--- config.mk ---
export PLATFORM = sky130hd
export DESIGN_NAME = time_set_ctrl
export DESIGN_NICKNAME = d
export VERILOG_FILES = /design/src/rtl/watch_pkg.sv /design/src/rtl/key_debounce.sv /design/src/rtl/time_set_ctrl.sv
export SDC_FILE = /design/constraint.sdc
export NUM_CORES = 1
export LEC_CHECK = 0
export BUFFER_PORTS_ARGS = -buffer_cell sky130_fd_sc_hd__buf_2
export CORE_MARGIN = 5
export CORE_UTILIZATION = 35
export DETAILED_ROUTE_END_ITERATION = 12
export GPL_TIMING_DRIVEN = 1
export PLACE_DENSITY = 0.56
export SYNTH_ARGS = -nofsm -noshare
export SYNTH_HDL_FRONTEND = slang
export SYNTH_SLANG_ARGS = --single-unit
--- constraint.sdc ---
create_clock -name clk -period 7.85 [get_ports clk]
set_clock_uncertainty 0.1 [all_clocks]
set_input_delay 1.57 -clock clk [delete_from_list [all_inputs] [get_ports clk]]
set_output_delay 1.57 -clock clk [all_outputs]
set_load 0.1 [all_outputs]
--- src/rtl/watch_pkg.sv ---
// Shared definitions for the watch time-entry logic: key codes, sequencer states, digit limits.
// Latency: none (constants and a pure function only).
// Backpressure: none.
package watch_pkg;

   localparam logic [3:0] KEY_STAR = 4'd10;
   localparam logic [3:0] KEY_HASH = 4'd11;

   typedef enum logic [1:0] {
      IDLE   = 2'd0,
      ENTRY  = 2'd1,
      COMMIT = 2'd2
   } state_t;

   // Largest legal BCD value at each cursor position of HH:MM:SS
   localparam logic [3:0] LIM_H_TEN    = 4'd2;
   localparam logic [3:0] LIM_H_ONE    = 4'd9;
   localparam logic [3:0] LIM_H_ONE_20 = 4'd3;  // hours 20-23 only
   localparam logic [3:0] LIM_M_TEN    = 4'd5;
   localparam logic [3:0] LIM_M_ONE    = 4'd9;
   localparam logic [3:0] LIM_S_TEN    = 4'd5;
   localparam logic [3:0] LIM_S_ONE    = 4'd9;

   function automatic logic [3:0] digit_limit(input logic [2:0] pos, input logic [3:0] h_ten);
      logic [3:0] lim;
      case (pos)
         3'd0:    lim = LIM_H_TEN;
         3'd1:    lim = (h_ten == 4'd2) ? LIM_H_ONE_20 : LIM_H_ONE;
         3'd2:    lim = LIM_M_TEN;
         3'd3:    lim = LIM_M_ONE;
         3'd4:    lim = LIM_S_TEN;
         default: lim = LIM_S_ONE;
      endcase
      return lim;
   endfunction

endpackage

--- src/rtl/key_debounce.sv ---
// Keypad synchronizer and debouncer producing one press pulse per accepted key-down.
// Latency: press fires DEBOUNCE+2 edges after the first edge that samples key_valid high.
// Backpressure: none; after a press, key_valid must be low DEBOUNCE cycles before re-arming.
// Ports: clk, rst (async high); key_valid/key_code raw async keypad inputs;
//        press 1-cycle event, code key id captured with the press (held until the next one).
module key_debounce #(
   parameter int DEBOUNCE = 20
) (
   input  logic       clk,
   input  logic       rst,
   input  logic       key_valid,
   input  logic [3:0] key_code,
   output logic       press,
   output logic [3:0] code
);

   localparam int CW = $clog2(DEBOUNCE + 1);

   logic          v_s1, v_s2;
   logic [3:0]    c_s1, c_s2;
   logic          armed;     // 1: waiting for a stable high, 0: waiting for a stable low
   logic [CW-1:0] cnt;

   always_ff @(posedge clk or posedge rst) begin
      if (rst) begin
         v_s1  <= 1'b0;
         v_s2  <= 1'b0;
         c_s1  <= '0;
         c_s2  <= '0;
         armed <= 1'b1;
         cnt   <= '0;
         press <= 1'b0;
         code  <= '0;
      end else begin
         v_s1  <= key_valid;
         v_s2  <= v_s1;
         c_s1  <= key_code;
         c_s2  <= c_s1;
         press <= 1'b0;
         // One counter serves both the press and the re-arm qualification;
         // any sample at the wrong level restarts the run.
         if (v_s2 != armed) begin
            cnt <= '0;
         end else if (cnt == CW'(DEBOUNCE - 1)) begin
            cnt   <= '0;
            armed <= ~armed;
            if (armed) begin
               press <= 1'b1;
               code  <= c_s2;
            end
         end else begin
            cnt <= cnt + CW'(1);
         end
      end
   end

endmodule

--- src/rtl/time_set_ctrl.sv ---
// Keypad HH:MM:SS entry sequencer: range-checks digits and issues a load strobe to the watch counter.
// Latency: outputs are registered one edge after the debounced press that causes them.
// Backpressure: none; presses arriving during the single COMMIT cycle are dropped.
// Ports: clk, rst (async high); key_valid/key_code raw keypad; load + load_digits commit strobe;
//        editing/cursor/blink display status; err rejected-digit pulse; abort cancel/timeout pulse.
module time_set_ctrl
   import watch_pkg::*;
#(
   parameter int DEBOUNCE   = 20,
   parameter int TIMEOUT    = 10000,
   parameter int BLINK_HALF = 500
) (
   input  logic        clk,
   input  logic        rst,
   input  logic        key_valid,
   input  logic [3:0]  key_code,
   output logic        load,
   output logic [23:0] load_digits,
   output logic        editing,
   output logic [2:0]  cursor,
   output logic        blink,
   output logic        err,
   output logic        abort
);

   localparam int TW = (TIMEOUT > 1)    ? $clog2(TIMEOUT)    : 1;
   localparam int BW = (BLINK_HALF > 1) ? $clog2(BLINK_HALF) : 1;

   logic            press;
   logic [3:0]      code;

   state_t          state, state_nxt;
   logic [2:0]      cursor_nxt;
   logic [5:0][3:0] staged, staged_nxt;  // staged[5] is h_ten, matching load_digits packing
   logic [TW-1:0]   tmo, tmo_nxt;
   logic [BW-1:0]   bcnt;
   logic            err_nxt, abort_nxt;
   logic [2:0]      idx;
   logic [3:0]      lim;

   key_debounce #(.DEBOUNCE(DEBOUNCE)) u_debounce (
      .clk       (clk),
      .rst       (rst),
      .key_valid (key_valid),
      .key_code  (key_code),
      .press     (press),
      .code      (code)
   );

   assign idx = 3'd5 - cursor;
   assign lim = digit_limit(cursor, staged[5]);

   always_comb begin
      state_nxt  = state;
      cursor_nxt = cursor;
      staged_nxt = staged;
      tmo_nxt    = tmo;
      err_nxt    = 1'b0;
      abort_nxt  = 1'b0;
      case (state)
         IDLE: begin
            if (press && code == KEY_HASH) begin
               state_nxt  = ENTRY;
               cursor_nxt = 3'd0;
               staged_nxt = '0;
               tmo_nxt    = '0;
            end
         end
         ENTRY: begin
            // A press always beats the timeout terminal count
            if (press && code <= 4'd9) begin
               tmo_nxt = '0;
               if (code <= lim) begin
                  staged_nxt[idx] = code;
                  if (cursor == 3'd5) state_nxt  = COMMIT;
                  else                cursor_nxt = cursor + 3'd1;
               end else begin
                  err_nxt = 1'b1;
               end
            end else if (press && code == KEY_STAR) begin
               abort_nxt = 1'b1;
               state_nxt = IDLE;
            end else if (tmo == TW'(TIMEOUT - 1)) begin
               abort_nxt = 1'b1;
               state_nxt = IDLE;
            end else begin
               tmo_nxt = tmo + TW'(1);
            end
         end
         default: state_nxt = IDLE;
      endcase
      if (state_nxt != ENTRY) cursor_nxt = 3'd0;
   end

   always_ff @(posedge clk or posedge rst) begin
      if (rst) begin
         state       <= IDLE;
         cursor      <= '0;
         staged      <= '0;
         tmo         <= '0;
         bcnt        <= '0;
         load        <= 1'b0;
         load_digits <= '0;
         editing     <= 1'b0;
         blink       <= 1'b0;
         err         <= 1'b0;
         abort       <= 1'b0;
      end else begin
         state   <= state_nxt;
         cursor  <= cursor_nxt;
         staged  <= staged_nxt;
         tmo     <= tmo_nxt;
         err     <= err_nxt;
         abort   <= abort_nxt;
         editing <= (state_nxt == ENTRY);
         load    <= (state_nxt == COMMIT);
         if (state_nxt == COMMIT) load_digits <= staged_nxt;
         // Blink starts lit on entry so the cursor is visible immediately
         if (state_nxt != ENTRY) begin
            blink <= 1'b0;
            bcnt  <= '0;
         end else if (state != ENTRY) begin
            blink <= 1'b1;
            bcnt  <= '0;
         end else if (bcnt == BW'(BLINK_HALF - 1)) begin
            blink <= ~blink;
            bcnt  <= '0;
         end else begin
            bcnt <= bcnt + BW'(1);
         end
      end
   end

endmodule

==> metrics.md <==
| Metric | Value |
|---|---|
| Fin. max-slew vios | 0 |
| Async S/R FF share, synth | 100% |
| Max Freq | 295 MHz |
| Met1 global-route usage | 17.5% |
| Post-route core utilization | 41.0% |
| Met3 Usage GRT | 2.14% |
| Total CTS buffers | 9 |
| Unique masters post-synth | 51 |
| Worst Tran Pin Value | 983 ps |
| CTS tree | built |
| Unrepaired setup endpoints after global routing | no |
| Setup bufs post-CTS | 0 |
| Top_reg_cell synth | dfrtp_1 |
| Crit share post-route | 43.2% |
| Synth top area share | 55.9% |
| Num rows | 40 |
| Status | complete, no violations |
| Flops & latches, synth | 98 |
| Worst Setup Start Kind | flop |
| Clk sinks | 98 |
| Syn nets | 400 |
| Drt drc | 0 |
| Clock Tree Buf Depth | 2 |
| Cell count after synthesis | 382 |
| Post-DP HPWL | 5890 µm |
| Detailed Routing Iterations Pass 1 | 4 |
| Yosys warns | 0 |
| Antenna cells | 0 |
| Post-synthesis sequential area ratio | 56.5% |
| Post-route cell area | 4970 µm² |
| Initial antenna violation count | 0 |
| Syn Area/Cell | 11.4 µm² |
| First-pass GRT wire length | 14700 µm |
| Synth cell count leaders | dfrtp_1, nand2_1, nor2_1, mux2_2, mux2i_1 |
| R2R Setup Slk | 4460 ps |
| Final setup viols | 0 |
| Worst-path clk slew | 70 ps |
| Synth area leader | dfrtp_1 |
| CORE AREA | 12100 µm² |
| Final Hold Viols | 0 |
| Horiz. Die Dim | 121 µm |
| I/O pin count | 39 |
| RePlAce Congestion | 0.801 |
| Final setup margin | 4460 ps |
| DR vias | 2940 |
| H-tree depth | 3 |
| Share of layout cells above drive strength 1 | 21.9% |
| Kind of end point of the critical path | flop |
| Die height | 121 µm |
| Worst hold path type | flop to flop |
| Top Usage Layer GRT | met2 |
| Mapped Area | 4340 µm² |
| Max-Cap Viols | 0 |
| Avg WL per Cell | 14.5 µm |
| Sum of negative setup slack | 0 ps |
| Drt first-iter violations | 135 |
| Max-slew headroom | 34.3% |
| Most common cell in the netlist | dfrtp_1 |
| Post-DRT Antenna Nets | 0 |
| Worst skew pair latency | 340 ps |
| Largest net degree at the start of global routing | 72 |
| Met2 Use GR | 18.6% |
| Clk root buf | clkbuf_16 |
| GRT overflow | 0 |
| Overall Power | 0.000932 W |
| DP Area | 4700 µm² |
| Setup CP Type | flop to flop |
| Crit path required time | 7980 ps |
| # port buffers | 38 |
| Pre-CTS worst setup slack | 4450 ps |
| Worst EP arrival | 3520 ps |
| Initial Utilization | 35.9% |
| Vias in the first global route | 2925 |
| VDD IR-drop max | 0.000117 V |
| Routed Wire Length | 8590 µm |
| Pwr Density | 188 nW/µm² |
| Total GRT Usage | 12.5% |
| Number of flops mapped to enable cells by yosys | 0 |
| Area delta synth->final | 14.3% |
| Synth top area cells | dfrtp_1, mux2_2, mux2i_1, nand2_1, ha_1 |
| Leakage | 2.32 nW |
| Vias per std cell | 4.96 |
| Worst-path maximum fanout | 25 |
| Hold-fix buffers, CTS | 0 |
| Final worst path period need | 3390 ps |
| Nets | 439 |
| Die Area | 14700 µm² |
| Gates resized, CTS repair | 0 |
-- state kept, by name, summed over array words and instances (netlist names) --
signal            cells
u_debounce.press      1
u_debounce.v_s1       1
tmo                  14
editing               1
load                  1
staged               20
blink                 1
u_debounce.v_s2       1
cursor                3
abort                 1
u_debounce.cnt        5
u_debounce.c_s2       4
state                 2
u_debounce.armed      1
bcnt                  9
u_debounce.code       4
load_digits          24
u_debounce.c_s1       4
err                   1
-- report_power, final --
group,leakage (nW),internal (W),switching [W]
registers,1.34,0.000509,0.00000165
clock network,0.128,0.000222,0.000186
logic,0.852,0.00000283,0.0000111
total,2.32,0.000733,0.000199
-- cells by family (layout without fill, tap and decap cells) --
family	count (synthesis)	in the layout	share of synthesized area, %
multiplexers	48	48	11.8
XOR/XNOR	12	12	2.42
buffers and inverters	25	68	2.76
AO/OA/AOI/OAI	55	55	8.32
AND/OR/NAND/NOR	133	133	15.1
adder cells (fa/ha/maj)	11	11	3.17
flip-flops	98	98	56.5
-- layout make-up --
| type | count | area (µm²) |
|---|---|---|
| inverter | 13 | 51.3 |
| tap | 168 | 210 |
| timing repair buffer | 40 | 205 |
| clock inverter | 4 | 28.8 |
| clock buffer | 11 | 243 |
| fill | 1212 | 7140 |
| multi-input combinational | 259 | 1780 |
| sequential | 98 | 2450 |
-- path summary, 6_finish.rpt --
check	depth (start not counted)	startpoint	to
worst max-delay path	11	cursor[0]	load_digits[17]
worst min-delay path	0	u_debounce.v_s1	u_debounce.v_s2
worst max register to register	11	cursor[0]	load_digits[17]
worst min register to register	0	u_debounce.v_s1	u_debounce.v_s2
max in group asynchronous	3	rst	tmo[13]
min in group asynchronous	2	rst	u_debounce.cnt[1]
-- layout by cell type (no fill, tap or decap), drive strengths merged, types with 2 or more instances in the layout --
cell type and count:
a41oi 4, nor2 31, clkbuf 11, mux2i 23, or4b 2, nor2b 2
dfrtp 97, a21oi 14, inv 13, nand2 47, clkinvlp 2, xor2 5
o21a 5, nand4 5, and3 5, ha 11, clkinv 2, xnor2 7
nor3 8, nand2b 2, buf 40, or3 2, nand3 14, a211oi 2
o21ai 11, nor4 3, a31oi 12, mux2 25, or2 4, and2 3
-- worst max-delay path, stage by stage, from the launching register on --
cell and delay, ps:
dfrtp_1 500, inv_1 170, ha_1 230, a21oi_1 50, or2_2 280, ha_1 280
nor2b_1 140, o211a_1 210, o21a_1 340, nor3_2 230, buf_4 340, mux2_2 380
-- stage by stage --
stage,hold slack (ps),cells
3_3_place_gp,234,578
2_1_floorplan,231,382
4_1_cts,249,593
3_5_place_dp,235,578
6_report,248,593
5_1_grt,255,593
-- metal layers --
metal  share of wire [%]  up-vias  wire [µm]
li1                    -     1424          -
met1                  50     1450       4260
met2                  45       55       3870
met3                 3.3       11        280
met4                 2.1        0        178
met5                   0        -          0
No activity file was read; power rests on OpenSTA's default activity.
